`src/rtl/cu_seq_if.sv`:
```
// Handshake bundle between the sequencer and the fetch/decode/execute units.
interface cu_seq_if #(
  parameter int IR_W   = 32,
  parameter int ADDR_W = 16,
  parameter int N_EU   = 2
);
  localparam int SEL_W = $clog2(N_EU);

  logic              cs_fcu;
  logic [ADDR_W-1:0] fetch_addr;
  logic              ready_fcu;
  logic [IR_W-1:0]   ir_in;
  logic              cs_dec;
  logic              ready_dec;
  logic [SEL_W-1:0]  dec_eu;
  logic [N_EU-1:0]   cs_eu;
  logic [N_EU-1:0]   ready_eu;
  logic              br_valid;
  logic [ADDR_W-1:0] br_target;

  modport master (
    output cs_fcu, fetch_addr, cs_dec, cs_eu,
    input  ready_fcu, ir_in, ready_dec, dec_eu, ready_eu, br_valid, br_target
  );

  modport slave (
    input  cs_fcu, fetch_addr, cs_dec, cs_eu,
    output ready_fcu, ir_in, ready_dec, dec_eu, ready_eu, br_valid, br_target
  );
endinterface

```
`src/rtl/cu_seq_ctrl.sv`:
```
// Fetch/decode/execute sequencer: owns PC and IR, single-step, branch redirect,
// stall watchdog with sticky fault, retired-instruction counter.
module cu_seq_ctrl #(
  parameter int              IR_W     = 32,
  parameter int              ADDR_W   = 16,
  parameter int              N_EU     = 2,
  parameter int              TIMEOUT  = 255,
  parameter logic [ADDR_W-1:0] RESET_PC = '0
) (
  input  logic            clk,
  input  logic            reset,
  input  logic            en,
  input  logic            step_mode,
  input  logic            step,
  cu_seq_if.master        bus,
  output logic [IR_W-1:0] ir,
  output logic [2:0]      state,
  output logic            fault,
  output logic [15:0]     instr_cnt
);
  localparam int SEL_W = $clog2(N_EU);
  localparam int WC_W  = $clog2(TIMEOUT + 1);

  typedef enum logic [2:0] {
    S_IDLE   = 3'd0,
    S_FETCH  = 3'd1,
    S_DECODE = 3'd2,
    S_EXEC   = 3'd3,
    S_FAULT  = 3'd5
  } st_t;

  st_t               cur, nxt;
  logic [ADDR_W-1:0] pc;
  logic [SEL_W-1:0]  eu_sel;
  logic [WC_W-1:0]   wait_cnt;
  logic              sel_ready, dec_bad, timeout;

  // Only the unit picked at decode may complete EXEC.
  assign sel_ready = bus.ready_eu[eu_sel];
  // Decoder naming a unit that does not exist is treated as a fault.
  assign dec_bad   = {1'b0, bus.dec_eu} >= (SEL_W+1)'(N_EU);
  assign timeout   = (wait_cnt == WC_W'(TIMEOUT - 1));

  // Next-state: a ready in the last allowed cycle beats the watchdog.
  always_comb begin
    nxt = cur;
    case (cur)
      S_IDLE:   if (en && (!step_mode || step)) nxt = S_FETCH;
      S_FETCH:  if (bus.ready_fcu) nxt = S_DECODE;
                else if (timeout)  nxt = S_FAULT;
      S_DECODE: if (bus.ready_dec) nxt = dec_bad ? S_FAULT : S_EXEC;
                else if (timeout)  nxt = S_FAULT;
      S_EXEC:   if (sel_ready)     nxt = (en && !step_mode) ? S_FETCH : S_IDLE;
                else if (timeout)  nxt = S_FAULT;
      S_FAULT:  nxt = S_FAULT;
      default:  nxt = S_FAULT;
    endcase
  end

  // State register.
  always_ff @(posedge clk or negedge reset) begin
    if (!reset) cur <= S_IDLE;
    else        cur <= nxt;
  end

  // Datapath: IR/EU select capture, PC update and retire count on stage completion.
  always_ff @(posedge clk or negedge reset) begin
    if (!reset) begin
      pc        <= RESET_PC;
      ir        <= '0;
      eu_sel    <= '0;
      instr_cnt <= '0;
    end else begin
      if (cur == S_FETCH && bus.ready_fcu) ir <= bus.ir_in;
      if (cur == S_DECODE && bus.ready_dec && !dec_bad) eu_sel <= bus.dec_eu;
      if (cur == S_EXEC && sel_ready) begin
        pc        <= bus.br_valid ? bus.br_target : pc + 1'b1;
        instr_cnt <= instr_cnt + 16'd1;
      end
    end
  end

  // Watchdog counter clears on any state change; fault is sticky until reset.
  always_ff @(posedge clk or negedge reset) begin
    if (!reset) begin
      wait_cnt <= '0;
      fault    <= 1'b0;
    end else begin
      if (nxt != cur) wait_cnt <= '0;
      else if (cur == S_FETCH || cur == S_DECODE || cur == S_EXEC)
        wait_cnt <= wait_cnt + 1'b1;
      if (nxt == S_FAULT) fault <= 1'b1;
    end
  end

  assign state          = cur;
  assign bus.fetch_addr = pc;
  assign bus.cs_fcu     = (cur == S_FETCH);
  assign bus.cs_dec     = (cur == S_DECODE);
  assign bus.cs_eu      = (cur == S_EXEC) ? (N_EU'(1) << eu_sel) : '0;
endmodule

```
`src/flat_wrapper.sv`:
```
// flat-port wrapper written by rule: the top's interface ports become plain ports
module cu_seq_ctrl_flat 
#(
  parameter int              IR_W     = 32,
  parameter int              ADDR_W   = 16,
  parameter int              N_EU     = 2,
  parameter int              TIMEOUT  = 255,
  parameter logic [ADDR_W-1:0] RESET_PC = '0
)
  (clk, reset, en, step_mode, step, ir, state, fault, instr_cnt, bus_cs_fcu, bus_fetch_addr, bus_cs_dec, bus_cs_eu, bus_ready_fcu, bus_ir_in, bus_ready_dec, bus_dec_eu, bus_ready_eu, bus_br_valid, bus_br_target);
  cu_seq_if #(.IR_W(IR_W), .ADDR_W(ADDR_W), .N_EU(N_EU)) bus_i ();
  input  logic clk;
  input  logic reset;
  input  logic en;
  input  logic step_mode;
  input  logic step;
  output logic [IR_W-1:0] ir;
  output logic [2:0] state;
  output logic fault;
  output logic [15:0] instr_cnt;
  output wire logic [$bits(bus_i.cs_fcu)-1:0] bus_cs_fcu;
  output wire logic [$bits(bus_i.fetch_addr)-1:0] bus_fetch_addr;
  output wire logic [$bits(bus_i.cs_dec)-1:0] bus_cs_dec;
  output wire logic [$bits(bus_i.cs_eu)-1:0] bus_cs_eu;
  input wire logic [$bits(bus_i.ready_fcu)-1:0] bus_ready_fcu;
  input wire logic [$bits(bus_i.ir_in)-1:0] bus_ir_in;
  input wire logic [$bits(bus_i.ready_dec)-1:0] bus_ready_dec;
  input wire logic [$bits(bus_i.dec_eu)-1:0] bus_dec_eu;
  input wire logic [$bits(bus_i.ready_eu)-1:0] bus_ready_eu;
  input wire logic [$bits(bus_i.br_valid)-1:0] bus_br_valid;
  input wire logic [$bits(bus_i.br_target)-1:0] bus_br_target;
  assign bus_cs_fcu = bus_i.cs_fcu;
  assign bus_fetch_addr = bus_i.fetch_addr;
  assign bus_cs_dec = bus_i.cs_dec;
  assign bus_cs_eu = bus_i.cs_eu;
  assign bus_i.ready_fcu = bus_ready_fcu;
  assign bus_i.ir_in = bus_ir_in;
  assign bus_i.ready_dec = bus_ready_dec;
  assign bus_i.dec_eu = bus_dec_eu;
  assign bus_i.ready_eu = bus_ready_eu;
  assign bus_i.br_valid = bus_br_valid;
  assign bus_i.br_target = bus_br_target;
  cu_seq_ctrl #(.IR_W(IR_W), .ADDR_W(ADDR_W), .N_EU(N_EU), .TIMEOUT(TIMEOUT), .RESET_PC(RESET_PC)) u_core (.clk(clk), .reset(reset), .en(en), .step_mode(step_mode), .step(step), .bus(bus_i), .ir(ir), .state(state), .fault(fault), .instr_cnt(instr_cnt));
endmodule
```
`config.mk`:
```
export PLATFORM = sky130hd
export DESIGN_NAME = cu_seq_ctrl_flat
export DESIGN_NICKNAME = d
export VERILOG_FILES = /design/src/rtl/cu_seq_if.sv /design/src/rtl/cu_seq_ctrl.sv /design/src/flat_wrapper.sv
export SDC_FILE = /design/constraint.sdc
export NUM_CORES = 1
export LEC_CHECK = 0
export CAP_MARGIN = 20
export CORE_MARGIN = 5
export CORE_UTILIZATION = 41
export DETAILED_ROUTE_END_ITERATION = 16
export PLACE_DENSITY = 0.84
export RECOVER_POWER = 100
export SLEW_MARGIN = 0
export SYNTH_ARGS = -nofsm -noshare
export SYNTH_HDL_FRONTEND = slang
export SYNTH_SLANG_ARGS = --single-unit
```
`constraint.sdc`:
```
create_clock -name clk -period 1.8 [get_ports clk]
set_input_delay 0.18 -clock clk [delete_from_list [all_inputs] [get_ports clk]]
set_output_delay 0.18 -clock clk [all_outputs]
set_load 0.005 [all_outputs]
```
==> run metrics <==
synth warn=0; Switching Share=0.3405; Synth area leaders=dfrtp_1 (53%), mux2_2 (10%), xnor2_1 (3.6%); CP endpoint kind=flop; drt wl/cell=15.72 um; Worst Tran Pin Value=692.0 ps; CTS tree=yes; All-Layer GR Usage=0.1784; Post-Syn Nets=399; crit-path max FO=8; Site Rows=34; internal cell power=4971 uW; I/O Buffers=130; crit path max-delay cell type=dfrtp_1; Die Area=10900 um2; Synth-to-Final Area Change=51.16%; Top FF cell, synth=dfrtp_1; Nets=558; GR Overflow Total=0; share of power burned in registers=0.383; VDD IR max=896.1 uV; WP data arrival=2030 ps; die width=104.4 um; CP cell instances=buf_4 > nand3b_1 > or2_4 > o311ai_4 > mux2i_4 > buf_12 > nor3_1; Finished Layout Cells=608; Worst Hold Slack=415.3 ps; CTS root buffer=clkbuf_8; Top-Level Pins=131; setup TNS=-12.30 ps; overall routed net length=9559 um; PwrDens=1365 nW/um2; Cells after Synth=336; total core area=8721 um2; logic gate share of total power=0.460; Leak=0.002381 uW; clock latency on the worst-skew pair=340 ps; area of the multi-input gates=1668 um2; period utilisation layout=1.003; vias=3185; Initial Utilization=0.4189; max_cap viols=0; Setup violations, final=5; largest net degree at the start of global routing=52; first-pass GRT wire length=16160 um; Initial DRT Pass Iterations=4; RSZ-0062 raised after global routing=yes; Setup Slack @ Placement=-239.3 ps; Post-synth ARST share=1.000; number of fillers in the final layout=679; post-synth top area cell=dfrtp_1; worst stage delay on the critical path=390 ps; final core utilization=0.6333; synthesized cell area=3654 um2; highest clock rate=553.8 MHz; CP delay by family, top=simple AND/OR/NAND/NOR gates; switching pwr=2566 uW; violated checks=negative setup slack; H-tree depth=3; Via density=5.238; Final min period=1806 ps; #FFs+latches synth=77; Max-slew headroom=0.5387; WS Path Type=flop to flop; vias in the first global route=3294; Iter 0 DRT Violations=74; # DRC=0; Synth top area share=0.5274; Worst Clk Skew=13.00 ps; Setup crit start kind=flop; Final ANT Viol Nets=0; CTS buffer count=9; EDFF count, synth=0; Yosys cell types=46; final hold vios=0; Reg area=1928 um2; CTS Buffer Depth=2; clock sinks=77; WP buf/inv=2; clock network power share=0.157; Placed Cells=585; Synth Area per Inst=10.87 um2; Seq/Total Area, Yosys=0.5274; global placer's final weighted congestion=0.8205; max-slew violation count=0; fraction of layout cells with a size suffix above 1=0.1860; worst min path class=input pin to async pin; HPWL after DPL=7105 um; die outline height=104.4 um; Worst-path clk slew=90 ps; initial antenna violation count=0; required time worst endpoint=2020 ps; antenna cells=0; status=finished with violations; setup slack after layout=-5.695 ps
## cells in the final DEF (no fill, tap or decap), types with 14 or more instances in the layout
cell	count
dfrtp_1	76
nor2_1	25
nand3_1	16
xnor2_1	15
dlygate4sd3_1	66
a21oi_1	14
nand2_1	25
mux2_2	33
o21ai_0	16
buf_4	25
clkdlybuf4s50_1	60
## kinds of logic after synthesis
kind of cell / after synthesis / synth area share
compound gates: 55 / 0.1027
xor+xnor: 22 / 0.05274
simple gates: 117 / 0.1620
buf+inv: 23 / 0.02500
fa+ha+maj: 4 / 0.01370
mux: 38 / 0.1164
flops: 77 / 0.5274
## state kept, by name, indices dropped and copies added, names as in the netlist
signal	flops
u_core.fault	1
u_core.instr_cnt	16
u_core.state	3
u_core.eu_sel	1
u_core.bus.fetch_addr	16
u_core.wait_cnt	8
u_core.ir	32
## path summary, 6_finish.rpt
path | cells past startpoint | from | slack (ps) | to
setup / recovery | 7 | u_core.state[1]$_DFF_PN0_ | -6 | u_core.wait_cnt[6]$_DFFE_PN0P_
hold / removal | 2 | reset | 420 | u_core.instr_cnt[12]$_DFFE_PN0P_
setup reg to reg | 7 | u_core.state[1]$_DFF_PN0_ | -6 | u_core.wait_cnt[6]$_DFFE_PN0P_
hold reg to reg | 1 | u_core.fault$_DFFE_PN0N_ | 480 | u_core.fault$_DFFE_PN0N_
max in group asynchronous | 3 | reset | 260 | u_core.ir[27]$_DFFE_PN0P_
min in group clk | 3 | bus_br_target[14] | 440 | u_core.bus.fetch_addr[14]$_DFFE_PN0P_
## routing by layer
metal / part of all wire / GRT usage / vias up
met5: 0 / 0 / -
met4: 0.012 / 0.05180 / 0
met3: 0.068 / 0.05711 / 13
met2: 0.50 / 0.2937 / 107
met1: 0.42 / 0.2241 / 1539
li1: - / - / 1526
## cell usage after synthesis (all sizes together), types with 2 or more instances
| library cell | n |
|---|---|
| a31oi | 4 |
| dfrtp | 77 |
| inv | 6 |
| o21ai | 17 |
| and3 | 5 |
| nor4 | 3 |
| nor2 | 25 |
| nor3b | 5 |
| xnor2 | 15 |
| and4 | 2 |
| nand2b | 3 |
| o22a | 4 |
| ha | 4 |
| a21oi | 14 |
| mux2i | 5 |
| nor2b | 2 |
| and2 | 3 |
| xor2 | 7 |
| a211o | 2 |
| buf | 5 |
| a32oi | 2 |
| or2 | 3 |
| a41oi | 2 |
| nor3 | 12 |
| mux2 | 33 |
| nand4 | 10 |
| nand2 | 25 |
| clkbuf | 12 |
| nand3 | 16 |
## repair_timing
item | in CTS | in global routing
setup buffers | 4 | 2
endpoints found under the hold margin | 26 | 0
hold buffers | 1 | 0
gates resized for setup | 10 | 6
cloned | 0 | 0
pin swaps | 1 | 0
setup endpoints to repair | 12 | 24
## layout make-up
cell class                 instances  area share
timing repair buffer             165      0.2884
sequential                        77      0.3491
tap                              108     0.02447
clock buffer                      10     0.02311
clock inverter                     6    0.008836
inverter                           6    0.004078
multi-input combinational        236      0.3020
## power by group through the flow
stage	registers (uW)	clock network [uW]	logic, uW
CTS	2920	1220	3700
detailed placement	2950	0	3530
floorplan	2930	0	1430
global placement	2890	0	3420
finish	2890	1180	3470
global route	2980	1310	3790
## per-stage QoR
step	power, uW	instance area, um2
6_report	7538	5523
5_1_grt	8083	5523
4_1_cts	7842	5527
3_5_place_dp	6480	5275
3_3_place_gp	6313	5275
2_1_floorplan	4368	3669
(Power assumes the default switching activity.)
